<file path="src/rtl/data_bus_bridge_pkg.sv">
// Shared definitions for the data-side Wishbone bridge: state encodings and bus widths.
// Optional watchdog is enabled by defining DATA_BUS_WATCHDOG_EN.
`ifndef ZeroWord
`define ZeroWord 32'h0000_0000
`endif

package data_bus_bridge_pkg;

  localparam int WB_ADR_W = 32;
  localparam int WB_DAT_W = 32;
  localparam int WB_SEL_W = 4;

  typedef enum logic [1:0] {
    DBB_IDLE       = 2'd0,
    DBB_BUSY       = 2'd1,
    DBB_WAIT_STALL = 2'd2
  } dbb_state_e;

endpackage

</file>
<file path="src/rtl/data_bus_bridge_if.sv">
// Wishbone B4 classic signal bundle between the data bridge (master) and the system bus (slave).
interface data_bus_bridge_if;
  import data_bus_bridge_pkg::*;

  logic                wb_cyc_o;
  logic                wb_stb_o;
  logic                wb_we_o;
  logic [WB_SEL_W-1:0] wb_sel_o;
  logic [WB_ADR_W-1:0] wb_adr_o;
  logic [WB_DAT_W-1:0] wb_dat_o;
  logic [WB_DAT_W-1:0] wb_dat_i;
  logic                wb_ack_i;
  logic                wb_err_i;

  modport master (
    output wb_cyc_o, wb_stb_o, wb_we_o, wb_sel_o, wb_adr_o, wb_dat_o,
    input  wb_dat_i, wb_ack_i, wb_err_i
  );

  modport slave (
    input  wb_cyc_o, wb_stb_o, wb_we_o, wb_sel_o, wb_adr_o, wb_dat_o,
    output wb_dat_i, wb_ack_i, wb_err_i
  );
endinterface

</file>
<file path="src/rtl/data_bus_bridge_bus_watchdog.sv">
// Access timeout counter: cleared when a bus cycle starts, counts unterminated BUSY cycles.
// Only instantiated when DATA_BUS_WATCHDOG_EN is defined.
module bus_watchdog #(
  parameter int TIMEOUT_CYCLES = 255
) (
  input  logic clk,
  input  logic rst,
  input  logic i_start,
  input  logic i_busy,
  input  logic i_term,
  output logic o_timeout
);
  localparam int CW = $clog2(TIMEOUT_CYCLES + 1);

  logic [CW-1:0] r_count;
  logic          w_hit;

  assign w_hit     = (r_count == CW'(TIMEOUT_CYCLES));
  assign o_timeout = w_hit;

  // Counter parks at the limit so the timeout stays visible until the FSM leaves BUSY.
  always_ff @(posedge clk or negedge rst) begin
    if (!rst) begin
      r_count <= '0;
    end else if (i_start) begin
      r_count <= '0;
    end else if (i_busy && !i_term && !w_hit) begin
      r_count <= r_count + 1'b1;
    end
  end
endmodule

</file>
<file path="src/rtl/data_bus_bridge.sv">
// Data-side bus master: turns MEM's combinational request into a registered Wishbone
// classic cycle, stalling the pipeline until termination. Watchdog: DATA_BUS_WATCHDOG_EN.
module data_bus_bridge
  import data_bus_bridge_pkg::*;
#(
  parameter int TIMEOUT_CYCLES = 255
) (
  input  logic                clk,
  input  logic                rst,
  input  logic                mem_ce_i,
  input  logic                mem_we_i,
  input  logic [WB_SEL_W-1:0] mem_sel_i,
  input  logic [WB_ADR_W-1:0] mem_addr_i,
  input  logic [WB_DAT_W-1:0] mem_data_i,
  output logic [WB_DAT_W-1:0] mem_rdata_o,
  input  logic                stall_i,
  input  logic                flush_i,
  output logic                stall_req_o,
  output logic                bus_err_o,
  data_bus_bridge_if.master   wb
);

  dbb_state_e          r_state;
  logic                r_cyc;
  logic                r_stb;
  logic                r_we;
  logic [WB_SEL_W-1:0] r_sel;
  logic [WB_ADR_W-1:0] r_adr;
  logic [WB_DAT_W-1:0] r_dat;
  logic [WB_DAT_W-1:0] r_rd_buf;
  logic                r_bus_err;

  logic w_accept;
  logic w_timeout;
  logic w_term;
  logic w_fail;
  logic w_unused_addr;

  assign w_unused_addr = ^mem_addr_i[1:0];

  assign w_accept = (r_state == DBB_IDLE) && mem_ce_i && (mem_sel_i != '0) && !flush_i;

`ifdef DATA_BUS_WATCHDOG_EN
  bus_watchdog #(
    .TIMEOUT_CYCLES(TIMEOUT_CYCLES)
  ) u_bus_watchdog (
    .clk      (clk),
    .rst      (rst),
    .i_start  (w_accept),
    .i_busy   (r_state == DBB_BUSY),
    .i_term   (wb.wb_ack_i | wb.wb_err_i),
    .o_timeout(w_timeout)
  );
`else
  logic [31:0] w_unused_timeout;
  assign w_unused_timeout = TIMEOUT_CYCLES;
  assign w_timeout        = 1'b0;
`endif

  // A timeout is treated exactly like a slave error.
  assign w_fail = wb.wb_err_i | w_timeout;
  assign w_term = wb.wb_ack_i | w_fail;

  always_comb begin
    stall_req_o = 1'b0;
    mem_rdata_o = `ZeroWord;
    case (r_state)
      DBB_IDLE: begin
        stall_req_o = w_accept;
      end
      DBB_BUSY: begin
        if (!flush_i) begin
          stall_req_o = !w_term;
          if (wb.wb_ack_i && !w_fail) begin
            mem_rdata_o = wb.wb_dat_i;
          end
        end
      end
      DBB_WAIT_STALL: begin
        mem_rdata_o = r_rd_buf;
      end
      default: begin
        stall_req_o = 1'b0;
      end
    endcase
  end

  always_ff @(posedge clk or negedge rst) begin
    if (!rst) begin
      r_state   <= DBB_IDLE;
      r_cyc     <= 1'b0;
      r_stb     <= 1'b0;
      r_we      <= 1'b0;
      r_sel     <= '0;
      r_adr     <= `ZeroWord;
      r_dat     <= `ZeroWord;
      r_rd_buf  <= `ZeroWord;
      r_bus_err <= 1'b0;
    end else begin
      r_bus_err <= 1'b0;
      case (r_state)
        DBB_IDLE: begin
          if (w_accept) begin
            r_cyc   <= 1'b1;
            r_stb   <= 1'b1;
            r_we    <= mem_we_i;
            r_sel   <= mem_sel_i;
            r_adr   <= {mem_addr_i[WB_ADR_W-1:2], 2'b00};
            r_dat   <= mem_data_i;
            r_state <= DBB_BUSY;
          end
        end
        DBB_BUSY: begin
          // Flush wins over a same-cycle ack/err: abort silently, keep rd_buf.
          if (flush_i) begin
            r_cyc   <= 1'b0;
            r_stb   <= 1'b0;
            r_state <= DBB_IDLE;
          end else if (w_term) begin
            r_cyc     <= 1'b0;
            r_stb     <= 1'b0;
            r_rd_buf  <= w_fail ? `ZeroWord : wb.wb_dat_i;
            r_bus_err <= w_fail;
            r_state   <= stall_i ? DBB_WAIT_STALL : DBB_IDLE;
          end
        end
        DBB_WAIT_STALL: begin
          if (flush_i || !stall_i) begin
            r_state <= DBB_IDLE;
          end
        end
        default: begin
          r_state <= DBB_IDLE;
        end
      endcase
    end
  end

  assign wb.wb_cyc_o = r_cyc;
  assign wb.wb_stb_o = r_stb;
  assign wb.wb_we_o  = r_we;
  assign wb.wb_sel_o = r_sel;
  assign wb.wb_adr_o = r_adr;
  assign wb.wb_dat_o = r_dat;
  assign bus_err_o   = r_bus_err;

endmodule

</file>
<file path="src/flat_wrapper.sv">
// flat-port wrapper written by rule: the top's interface ports become plain ports
module data_bus_bridge_flat import data_bus_bridge_pkg::*;
#(
  parameter int TIMEOUT_CYCLES = 255
)
  (clk, rst, mem_ce_i, mem_we_i, mem_sel_i, mem_addr_i, mem_data_i, mem_rdata_o, stall_i, flush_i, stall_req_o, bus_err_o, wb_wb_cyc_o, wb_wb_stb_o, wb_wb_we_o, wb_wb_sel_o, wb_wb_adr_o, wb_wb_dat_o, wb_wb_dat_i, wb_wb_ack_i, wb_wb_err_i);
  data_bus_bridge_if wb_i ();
  input  logic clk;
  input  logic rst;
  input  logic mem_ce_i;
  input  logic mem_we_i;
  input  logic [WB_SEL_W-1:0] mem_sel_i;
  input  logic [WB_ADR_W-1:0] mem_addr_i;
  input  logic [WB_DAT_W-1:0] mem_data_i;
  output logic [WB_DAT_W-1:0] mem_rdata_o;
  input  logic stall_i;
  input  logic flush_i;
  output logic stall_req_o;
  output logic bus_err_o;
  output wire logic [$bits(wb_i.wb_cyc_o)-1:0] wb_wb_cyc_o;
  output wire logic [$bits(wb_i.wb_stb_o)-1:0] wb_wb_stb_o;
  output wire logic [$bits(wb_i.wb_we_o)-1:0] wb_wb_we_o;
  output wire logic [$bits(wb_i.wb_sel_o)-1:0] wb_wb_sel_o;
  output wire logic [$bits(wb_i.wb_adr_o)-1:0] wb_wb_adr_o;
  output wire logic [$bits(wb_i.wb_dat_o)-1:0] wb_wb_dat_o;
  input wire logic [$bits(wb_i.wb_dat_i)-1:0] wb_wb_dat_i;
  input wire logic [$bits(wb_i.wb_ack_i)-1:0] wb_wb_ack_i;
  input wire logic [$bits(wb_i.wb_err_i)-1:0] wb_wb_err_i;
  assign wb_wb_cyc_o = wb_i.wb_cyc_o;
  assign wb_wb_stb_o = wb_i.wb_stb_o;
  assign wb_wb_we_o = wb_i.wb_we_o;
  assign wb_wb_sel_o = wb_i.wb_sel_o;
  assign wb_wb_adr_o = wb_i.wb_adr_o;
  assign wb_wb_dat_o = wb_i.wb_dat_o;
  assign wb_i.wb_dat_i = wb_wb_dat_i;
  assign wb_i.wb_ack_i = wb_wb_ack_i;
  assign wb_i.wb_err_i = wb_wb_err_i;
  data_bus_bridge #(.TIMEOUT_CYCLES(TIMEOUT_CYCLES)) u_core (.clk(clk), .rst(rst), .mem_ce_i(mem_ce_i), .mem_we_i(mem_we_i), .mem_sel_i(mem_sel_i), .mem_addr_i(mem_addr_i), .mem_data_i(mem_data_i), .mem_rdata_o(mem_rdata_o), .stall_i(stall_i), .flush_i(flush_i), .stall_req_o(stall_req_o), .bus_err_o(bus_err_o), .wb(wb_i));
endmodule
</file>
<file path="config.mk">
export PLATFORM = sky130hd
export DESIGN_NAME = data_bus_bridge_flat
export DESIGN_NICKNAME = d
export VERILOG_FILES = /design/src/rtl/data_bus_bridge_pkg.sv /design/src/rtl/data_bus_bridge_if.sv /design/src/rtl/data_bus_bridge_bus_watchdog.sv /design/src/rtl/data_bus_bridge.sv /design/src/flat_wrapper.sv
export SDC_FILE = /design/constraint.sdc
export NUM_CORES = 1
export LEC_CHECK = 0
export ABC_AREA = 1
export BUFFER_PORTS_ARGS = -buffer_cell sky130_fd_sc_hd__buf_2
export CAP_MARGIN = 20
export CORE_ASPECT_RATIO = 0.75
export CORE_MARGIN = 5
export CORE_UTILIZATION = 42
export CTS_CLUSTER_DIAMETER = 40
export CTS_CLUSTER_SIZE = 40
export DETAILED_ROUTE_END_ITERATION = 6
export GPL_TIMING_DRIVEN = 1
export PLACE_DENSITY = 0.76
export SYNTH_ARGS = -nofsm -noshare
export SYNTH_HDL_FRONTEND = slang
export SYNTH_SLANG_ARGS = --single-unit
</file>
<file path="constraint.sdc">
create_clock -name clk -period 1.5 [get_ports clk]
set_clock_uncertainty 0.2 [all_clocks]
set_input_delay 0.15 -clock clk [delete_from_list [all_inputs] [get_ports clk]]
set_output_delay 0.15 -clock clk [all_outputs]
set_load 0.005 [all_outputs]
</file>
# Word level (Yosys, flattened, before mapping)
# Cells that the tools add are included.
[word_totals]
output_inout_bits = 105
in_bits = 108
reg_bits = 103
wordCells = 50
[classes]
mux = 19
n_bitwise = 2
n_reduce_logical = 16
n_eq_ne = 5
[ops]
columns = ["cell", "n"]
rows = [
  ["$mux W32", 3],
  ["$pmux W32 S2", 1],
  ["$mux W2", 5],
  ["$reduce_and A3 Y1", 3],
  ["$mux W1", 7],
  ["$pmux W2 S3", 1],
  ["$logic_and A1 B1 Y1", 4],
  ["$logic_not A1 Y1", 4],
  ["$ne A2 B1 Y1 const B", 2],
  ["$pmux W1 S2", 2],
  ["$reduce_bool A4 Y1", 1],
  ["$ne A3 B2 Y1 const B", 1],
  ["$eq A2 B1 Y1 const B", 1],
  ["$eq A2 B2 Y1 const B", 1],
  ["$logic_not A2 Y1", 1],
  ["$reduce_and A2 Y1", 1],
  ["$reduce_bool A2 Y1", 1],
  ["$logic_or A1 B1 Y1", 1],
  ["$not A1 Y1", 1],
  ["$or A1 B1 Y1", 1],
]

# Longest topological paths before layout
# Gate-level depths: netlist (run 1).
[depth]
word_depth = 6
mapped_depth = 10
ltp_nobuf = 9

# Worst setup path after synthesis (run 1)
# No wires, ideal clock.
[synth_timing]
path_type = "reg2out"
from = "reg u_core.r_state[1]"
to = "out mem_rdata_o[0]"
t_arrival_ns = 1.307
path_stages_with_launch = 8
n_path_buf = 1
path_slack_ns = -0.157
required_ns = 1.150
cell_sequence = "dfrtp_1 -> inv_1 -> ha_1 -> nand2_2 -> nor2_2 -> buf_4 -> nand3_1 -> a21oi_1"
[synth_between]
elab_chain_len = 2
word_cells_on_any_way = 3
classes_between = "eq/ne: 2; mux: 1"
[synth_lines]
columns = ["element", "line", "rtl"]
rows = [
  ["start: declaration", "data_bus_bridge.sv:23", "dbb_state_e r_state;"],
  ["start signal: assignment", "data_bus_bridge.sv:124", "r_state <= stall_i ? DBB_WAIT_STALL : DBB_IDLE;"],
  ["$eq A2 B2 Y1 or $eq A2 B1 Y1 (tied branches)", "data_bus_bridge.sv:67", "case (r_state)"],
  ["$pmux W32 S2 (*)", "data_bus_bridge.sv:67", ""],
  ["end: declaration", "flat_wrapper.sv:15", "output logic [WB_DAT_W-1:0] mem_rdata_o;"],
]
# Mark *: on every way between the ends. The rest lies on a longest branch, timed or not.

# Worst setup path after layout (run 1)
[layout_timing]
from = "reg u_core.r_state[1]"
to = "out mem_rdata_o[17]"
# Same word-level chain as after synthesis.

==> impl_metrics.json, run 1 <==
{
  "clkPwrFrac_pct": 18.1,
  "worst-r2r-cell-count": 10,
  "worst-path-max-fanout": 8,
  "hold_start": "wb_wb_dat_i[14]",
  "via_per_inst": 5.12,
  "hold_end": "u_core.r_rd_buf[14]",
  "drv_cap": 0,
  "grt_max_degree": 38,
  "worstHoldPathType": "primary input to register",
  "vias": 5356,
  "drt-pass1-iter-count": 6,
  "violations": "hold timing, setup timing",
  "instances_no_fill": 1047,
  "crit_start": "u_core.r_state[1]",
  "wl_per_cell_um": 17.8,
  "syn_area_per_cell_um2": 8.20,
  "antenna_found_initial": 1,
  "syn_inst": 546,
  "clk_latency_ns": 0.34,
  "synth_seq_area_share_pct": 57.5,
  "ir_drop_v": 0.000905,
  "fillers": 644,
  "die-area_mm2": 0.0129,
  "slew_viol_final": 0,
  "cts-root-buf": "clkbuf_16",
  "fin_nets": 1014,
  "timing.fmax_mhz": 459,
  "cts_tree": "built",
  "rrSetupSlack_ns": -0.48,
  "holdWs_ns": -0.119,
  "clk_pin_slew_worst_paths_ns": 0.07,
  "finalPower_w": 0.0120,
  "fp.dieW_um": 129,
  "power.switching_w": 0.00440,
  "cp_data_required_time_ns": 1.15,
  "grt_overflow_total": 0,
  "gp_congestion": 0.821,
  "io_buffers": 208,
  "rr_endpoint": "u_core.wb.wb_adr_o[4]",
  "fin_crit_ns": 2.18,
  "drt-initial-drc-count": 341,
  "final_area_mm2": 0.00813,
  "drc": 0,
  "grt_use_total_pct": 27.7,
  "layout_commonest_cell": "nand2_1",
  "ys.warnings.count": 0,
  "power.internal_w": 0.00762,
  "synth_area_mm2": 0.00448,
  "endpoint_kind": "primary output",
  "status": "finished, violations left",
  "areaGrowthSynthToFinish_pct": 81.5,
  "die_height_um": 99.4,
  "grt_pass1_vias": 5537,
  "setup_slack_ns": -0.681,
  "cts_sinks": 103,
  "fin_setup_tns_ns": -53.54,
  "pwr-share-seq_pct": 39.2,
  "path_class": "register to primary output",
  "leakagePower_nw": 4.35,
  "drive_above_1_share_pct": 40.5,
  "cts.path.max_buffers": 2,
  "setup_viol": 134,
  "dpl.hpwl_um": 9620,
  "grt_pass1_wl_um": 27800,
  "cts_htree_levels": 3,
  "postRouteAntennaNets": 0,
  "hold_violations": 6,
  "initial_core_util_pct": 43.2,
  "r2r-start": "u_core.r_state[0]",
  "numCtsBuffers": 9,
  "cp.arrival_ns": 1.83,
  "startpoint_type": "register",
  "design.core.area_mm2": 0.0104,
  "ioPinCount": 213,
  "dp.cells": 904,
  "combPwrFrac_pct": 42.7,
  "place_area_mm2": 0.00610,
  "rsz0062_at_grt": "yes",
  "hold_path_depth": 3,
  "yosysUniqueCellTypes": 19,
  "layout_worst_path_cycle_share_pct": 145,
  "netSwitchingFraction_pct": 36.6,
  "routed_wirelength_um": 18600,
  "holdBufCountCts": 92,
  "p_per_area_mw_per_mm2": 1480,
  "fp-row-count": 32,
  "layout_common_cells": "nand2_1, buf_2, dfrtp_1, dlygate4sd3_1, buf_4",
  "synth-seq-cells": 103
}
==> power by group through the flow <==
stage	sequential (W)	combinational, W	clock [W]
final	0.00471	0.00513	0.00218
after global routing	0.00481	0.00553	0.00234
after CTS	0.00461	0.00488	0.00222
after detailed placement	0.00462	0.00385	0
after global placement	0.00458	0.00373	0
after floorplan	0.00466	0.00190	0
==> area by class of cell <==
| cell class | count | area [um2] | area share, % |
|---|---|---|---|
| repair buffers | 381 | 3120 | 38.4 |
| flip-flops and latches | 103 | 2580 | 31.7 |
| multi-input cells | 396 | 1920 | 23.7 |
| clock buffers | 9 | 225 | 2.77 |
| well taps | 136 | 170 | 2.09 |
| inverters | 12 | 52.6 | 0.646 |
| clock inverters | 7 | 47.5 | 0.585 |
| diodes | 3 | 7.51 | 0.0924 |
==> flip-flops by register name, indices dropped and copies added, names as in the netlist <==
signal,flops
u_core.wb.wb_dat_o,32
u_core.wb.wb_sel_o,4
u_core.r_state,2
u_core.wb.wb_adr_o,30
u_core.wb.wb_cyc_o,1
u_core.wb.wb_we_o,1
u_core.r_rd_buf,32
u_core.bus_err_o,1
==> cell families after synthesis <==
kind of cell / Yosys count / synth area share (%)
adder cells (fa/ha/maj): 3 / 0.838
flip-flops: 103 / 57.5
AND/OR/NAND/NOR: 327 / 28.9
AO/OA/AOI/OAI: 64 / 7.15
buffers and inverters: 48 / 5.53
other: 1 / 0.0837
==> worst max-delay path by stage <==
stage                       to  slack [ns]
2_1_floorplan   mem_rdata_o[0]       -0.11
3_3_place_gp   mem_rdata_o[25]       -0.23
3_5_place_dp    mem_rdata_o[2]       -0.27
4_1_cts        mem_rdata_o[13]       -0.65
5_1_grt        mem_rdata_o[27]       -0.78
6_report       mem_rdata_o[17]       -0.68
==> per-stage QoR <==
stage | util [%] | hold WS (ns) | setup slack, ns
after floorplan | - | -0.346 | -0.109
final | 78.4 | -0.119 | -0.681
after detailed placement | 58.8 | -0.0970 | -0.274
after global routing | 78.3 | -0.109 | -0.777
after global placement | 58.8 | -0.102 | -0.230
after CTS | 77.3 | -0.0993 | -0.648
==> worst max-delay path, stage by stage, from the launching register on <==
cell	delay, ns
dfrtp_1	0.39
inv_2	0.08
ha_4	0.15
nand2_4	0.07
nor2_4	0.13
buf_6	0.14
buf_16	0.13
nand3_2	0.08
a21oi_2	0.17
buf_2	0.15
==> timing repair <==
| action | 4_1_cts | 5_1_grt |
|---|---|---|
| endpoints found under the hold margin | 201 | 6 |
| setup endpoints to repair | 135 | 135 |
| resized for setup | 34 | 22 |
| buffers inserted | 15 | 2 |
| pin swaps | 6 | 10 |
| cloned | 15 | 1 |
==> routing by layer <==
layer | track usage [%] | part of all wire, %
met2 | 47.4 | 52
met5 | 0 | 0
met1 | 32.7 | 37
met3 | 6.33 | 7.2
met4 | 14.0 | 4.2
==> Yosys cell counts, drive strengths merged <==
library cell,instances,area (um2)
dfrtp,103,2580
ha,3,37.5
o21ai,32,160
a21oi,32,160
buf,18,135
conb,1,3.75
clkbuf,18,67.6
nand2,280,1060
nor2,11,53.8
inv,12,45.1
nand3,36,180
(Power assumes the default switching activity.)
==> run 2: changes to the inputs <==
==> constraint.sdc (replaced) <==
create_clock -name clk -period 1.5 [get_ports clk]
set_clock_uncertainty 0.2 [all_clocks]
set_input_delay 0.15 -clock clk [delete_from_list [all_inputs] [get_ports clk]]
set_output_delay 0.15 -clock clk [all_outputs]
set_load 0.1 [all_outputs]
==> run 2 against run 1 <==
  * The run still ends with hold timing, setup timing left
  * Non-clock buffer count fell by 26
  * Fmax decreased by 5.7%
  * Total power is 77% higher
  * Global-route usage about the same
  * Sequential power up 7.6%
  * Core utilization is 8.0 points higher
  * Critical path type unchanged
  * Critical endpoint is now mem_rdata_o[25]
==> impl_metrics.json, run 2 (synthesis results as in run 1) <==
{
  "io_buffers": 208,
  "endpoint_kind": "primary output",
  "critPathTopFamily": "buffers and inverters",
  "grt_overflow_total": 0,
  "design.core.area_mm2": 0.0104,
  "leakagePower_nw": 4.32,
  "grt_use_total_pct": 27.7,
  "ir_drop_v": 0.00224,
  "fp.dieW_um": 129,
  "wl_per_cell_um": 22.2,
  "setup_viol": 137,
  "holdBufCountCts": 69,
  "postRouteAntennaNets": 0,
  "cp.buffers_inverters": 4,
  "rsz0062_at_grt": "yes",
  "cts_htree_levels": 3,
  "drive_above_1_share_pct": 50.6,
  "vias": 5709,
  "cts-root-buf": "clkbuf_16",
  "die-area_mm2": 0.0129,
  "timing.fmax_mhz": 432,
  "worstHoldPathType": "primary input to register",
  "fp-row-count": 32,
  "cp_common_cell": "buf_12",
  "numCtsBuffers": 9,
  "antenna_found_initial": 2,
  "cts_sinks": 103,
  "routed_wirelength_um": 22700,
  "via_per_inst": 5.59,
  "cts.path.max_buffers": 2,
  "ioPinCount": 213,
  "fillers": 467,
  "hold_violations": 12,
  "cp.arrival_ns": 1.96,
  "die_height_um": 99.4,
  "gp_congestion": 0.841,
  "fin_util_pct": 86.4,
  "grt_max_degree": 59,
  "crit_slowest_cell": "dfrtp_1",
  "areaGrowthSynthToFinish_pct": 100,
  "fin_nets": 988,
  "layout_worst_path_cycle_share_pct": 154,
  "grt_pass1_wl_um": 28300,
  "drv_cap": 0,
  "holdWs_ns": -0.0994,
  "drc": 0,
  "path_class": "register to primary output",
  "drt-pass1-iter-count": 6,
  "violations": "hold timing, setup timing",
  "fin_crit_ns": 2.31,
  "clk_latency_ns": 0.34,
  "p_per_area_mw_per_mm2": 2370,
  "layout_commonest_cell": "nand2_1",
  "grt_pass1_vias": 5649,
  "startpoint_type": "register",
  "dpl.hpwl_um": 10700,
  "clk_pin_slew_worst_paths_ns": 0.08,
  "setup_slack_ns": -0.814,
  "layout_common_cells": "nand2_1, buf_2, dfrtp_1, dlygate4sd3_1, buf_4",
  "slowest_delay_ns": 0.40,
  "fin_setup_tns_ns": -63.24,
  "slew_viol_final": 0,
  "cp_data_required_time_ns": 1.15,
  "status": "finished, violations left",
  "path_cells": "inv_2, ha_4, nand2_4, nor2_4, buf_6, buf_12, nand3_1, a21oi_4, buf_12",
  "worst-path-max-fanout": 8,
  "initial_core_util_pct": 43.2,
  "cts_tree": "built",
  "drt-initial-drc-count": 520
}
## run 2: cell types whose count changed in the layout (fill, tap and decap cells not counted), moves of 31 or more
cell and delta:
buf_2 -97, clkbuf_4 +49, nand2_2 +52, nand2_1 -64, a21oi_4 +32, buf_12 +35, a21oi_2 -31
## run 2: worst paths after layout
kind	start	to	slack [ns]	depth (start not counted)
worst max-delay path	u_core.r_state[1]	mem_rdata_o[25]	-0.81	9
worst min-delay path	wb_wb_dat_i[11]	u_core.r_rd_buf[11]	-0.1	3
worst max register to register	u_core.r_state[1]	u_core.wb.wb_dat_o[15]	-0.61	12
worst min register to register	u_core.wb.wb_dat_o[23]	u_core.wb.wb_dat_o[23]	0.28	2
max in group asynchronous	rst	u_core.r_rd_buf[26]	0.40	3
min in group asynchronous	rst	u_core.r_rd_buf[29]	0.17	3
## run 2: stage by stage
stage	total power (W)	hold WS, ns	setup WS, ns	instances	area, um2
global route	0.0218	-0.0986	-0.854	1020	8960
CTS	0.0193	-0.0671	-0.760	1005	8190
floorplan	0.0138	-0.346	-0.608	547	4900
global placement	0.0161	-0.237	-0.339	914	6970
finish	0.0212	-0.0994	-0.814	1021	8960
detailed placement	0.0163	-0.236	-0.450	914	6970
## run 2: where the power goes
part,switching [W],internal [W]
logic,0.0105,0.00321
clock network,0.00113,0.00132
registers,0.00108,0.00398
total,0.0127,0.00852
## run 2: final cells by class
cell class	instances	area (um2)	area share (%)
sequential	103	2580	28.8
timing repair buffer	355	3370	37.6
antenna	3	7.51	0.0838
clock buffer	9	225	2.51
clock inverter	7	78.8	0.879
inverter	12	60.1	0.670
multi-input combinational	396	2470	27.5
tap	136	170	1.90
## run 2: tightest hold or removal path, delay by kind of cell
family        cells  cell delay [ns]
simple gates      2             0.15
buf+inv           1             0.10
## run 2: routing by layer
metal,vias to the layer above,global-route usage (%),routed length [um]
met2,436,49.7,11600
met3,136,6.55,1980
met4,0,12.7,1560
met1,2766,31.1,7570
li1,2371,-,-
met5,-,0,0
## run 2: repair_timing
item                                    CTS  global route
endpoints found under the setup margin  149           184
hold endpoints to repair                179            13
cloned                                    3             7
gates resized for setup                  37           181
setup buffers                             3             9
pin swaps                                 1            24
==> run 3: changes to the inputs <==
CELL_PAD_IN_SITES_DETAIL_PLACEMENT = 1   (was default)
CELL_PAD_IN_SITES_GLOBAL_PLACEMENT = 1   (was default)
CORE_UTILIZATION = 29   (was 42)
PLACE_DENSITY = 0.78   (was 0.76)
==> run 3 against run 2 <==
  * Clock power up 2%
  * Total power down 1.9%
  * Register-to-register slack better by 0.09 ns
  * The run still ends with hold timing, setup timing left
==> impl_metrics.json, run 3 (synthesis results as in run 1) <==
{
  "rr_endpoint": "u_core.wb.wb_dat_o[27]",
  "hold_violations": 8,
  "multi_input_area_mm2": 0.00246,
  "areaGrowthSynthToFinish_pct": 102,
  "drc": 0,
  "worst-path-max-fanout": 8,
  "final_area_mm2": 0.00907,
  "ff_latch_area_mm2": 0.00258,
  "cp_data_required_time_ns": 1.15,
  "routed_wirelength_um": 21500,
  "timing.fmax_mhz": 436,
  "cts_htree_levels": 3,
  "drive_above_1_share_pct": 48.7,
  "hold_start": "wb_wb_dat_i[26]",
  "violations": "hold timing, setup timing",
  "postRouteAntennaNets": 0,
  "path_cells": "inv_2, ha_4, nand2_4, nor2_4, buf_6, nand3_2, a21oi_4, buf_12",
  "r2r-start": "u_core.r_state[1]",
  "die-area_mm2": 0.0181,
  "drt-initial-drc-count": 235,
  "clk_pin_slew_worst_paths_ns": 0.08,
  "leakagePower_nw": 4.33,
  "io_buffers": 208,
  "cp.arrival_ns": 1.95,
  "layout_commonest_cell": "nand2_1",
  "cts-root-buf": "clkbuf_16",
  "ioPinCount": 213,
  "gp_congestion": 0.755,
  "layout_worst_path_cycle_share_pct": 153,
  "slowest_delay_ns": 0.40,
  "fp-row-count": 39,
  "startpoint_type": "register",
  "instances_no_fill": 1094,
  "die_height_um": 118,
  "rsz0062_at_grt": "yes",
  "slew_viol_final": 0,
  "design.core.area_mm2": 0.0152,
  "fin_crit_ns": 2.30,
  "vias": 5174,
  "grt_pass1_vias": 5581,
  "via_per_inst": 4.73,
  "p_per_area_mw_per_mm2": 2300,
  "critPathTopFamily": "buffers and inverters",
  "fp.dieW_um": 154,
  "holdWs_ns": -0.0434,
  "initial_core_util_pct": 29.5,
  "hold_end": "u_core.r_rd_buf[26]",
  "hold_path_depth": 3,
  "path_class": "register to primary output",
  "worstHoldPathType": "primary input to register",
  "dpl.hpwl_um": 12300,
  "worst-r2r-cell-count": 12,
  "endpoint_kind": "primary output",
  "fillers": 1685,
  "cts_tree": "built",
  "numCtsBuffers": 9,
  "ir_drop_v": 0.00210,
  "grt_max_degree": 44,
  "cts.path.max_buffers": 2,
  "cp.buffers_inverters": 3,
  "dp.cells": 987,
  "grt_pass1_wl_um": 30800,
  "grt_use_total_pct": 21.1,
  "status": "finished, violations left",
  "setup_viol": 136,
  "crit_slowest_cell": "dfrtp_1",
  "rrSetupSlack_ns": -0.52,
  "clk_latency_ns": 0.34,
  "cp.depth": 8,
  "drv_cap": 0,
  "drt-pass1-iter-count": 4,
  "antenna_found_initial": 4,
  "place_area_mm2": 0.00713,
  "grt_overflow_total": 0,
  "cts_sinks": 103,
  "layout_common_cells": "nand2_1, buf_2, dfrtp_1, dlygate4sd3_1, buf_4",
  "fin_nets": 991,
  "wl_per_cell_um": 19.6,
  "setup_slack_ns": -0.796,
  "holdBufCountCts": 69
}
## run 3: cell types whose count changed in the layout (fill, tap and decap cells not counted), moves of 4 or more
cell,delta
nand2_2,-13
nand3_1,+6
buf_4,+7
nand2_1,+14
nand3_2,-14
nand3_4,+8
o21ai_0,-4
buf_12,+5
## run 3: repair_timing
| item | CTS | global route |
|---|---|---|
| setup endpoints to repair | 153 | 181 |
| cloned | 2 | 6 |
| setup buffers | 6 | 7 |
| pin swaps | 3 | 27 |
| hold endpoints to repair | 176 | 11 |
| gates resized for setup | 57 | 153 |
## run 3: routing by layer
layer  track usage [%]  routed length [um]
met1              25.0                8280
met2              37.2               11500
met3              4.30                 852
met4              8.66                 805
met5                 0                   0
## run 3: layout make-up
type                    instances  share of cell area, %
well taps                     205                   2.83
clock buffers                   9                   2.48
repair buffers                358                   37.4
multi-input cells             396                   27.2
inverters                      12                  0.579
flip-flops and latches        103                   28.4
clock inverters                 7                  0.966
diodes                          4                  0.110
## run 3: power by group
part	total (W)	internal, W	switching (W)
Combinational	0.0134	0.00320	0.0102
Clock	0.00249	0.00134	0.00115
Sequential	0.00492	0.00398	0.000937
## run 3: tightest hold or removal path: cells and delay by family
family,cells,cell delay [ns]
buffers and inverters,1,0.11
and+or+nand+nor,2,0.20
## run 3: through the flow
stage	TNS [ns]	hold WS (ns)	power [W]	utilization, %	setup slack (ns)
2_1_floorplan	-24.39	-0.346	0.0138	-	-0.608
4_1_cts	-41.54	-0.0505	0.0196	55.5	-0.766
3_5_place_dp	-36.97	-0.140	0.0165	47.0	-0.470
5_1_grt	-70.43	-0.0408	0.0216	59.8	-0.858
6_report	-61.94	-0.0434	0.0208	59.8	-0.796
3_3_place_gp	-32.45	-0.141	0.0163	47.0	-0.362
## run 3: worst max-delay path by stage
stage                      startpoint               to  slack (ns)
finish              u_core.r_state[1]   mem_rdata_o[6]       -0.80
global route        u_core.r_state[1]   mem_rdata_o[6]       -0.86
CTS                 u_core.r_state[1]   mem_rdata_o[7]       -0.77
detailed placement  u_core.r_state[1]  mem_rdata_o[12]       -0.47
global placement    u_core.r_state[1]   mem_rdata_o[4]       -0.36
floorplan           u_core.r_state[1]  mem_rdata_o[15]       -0.61
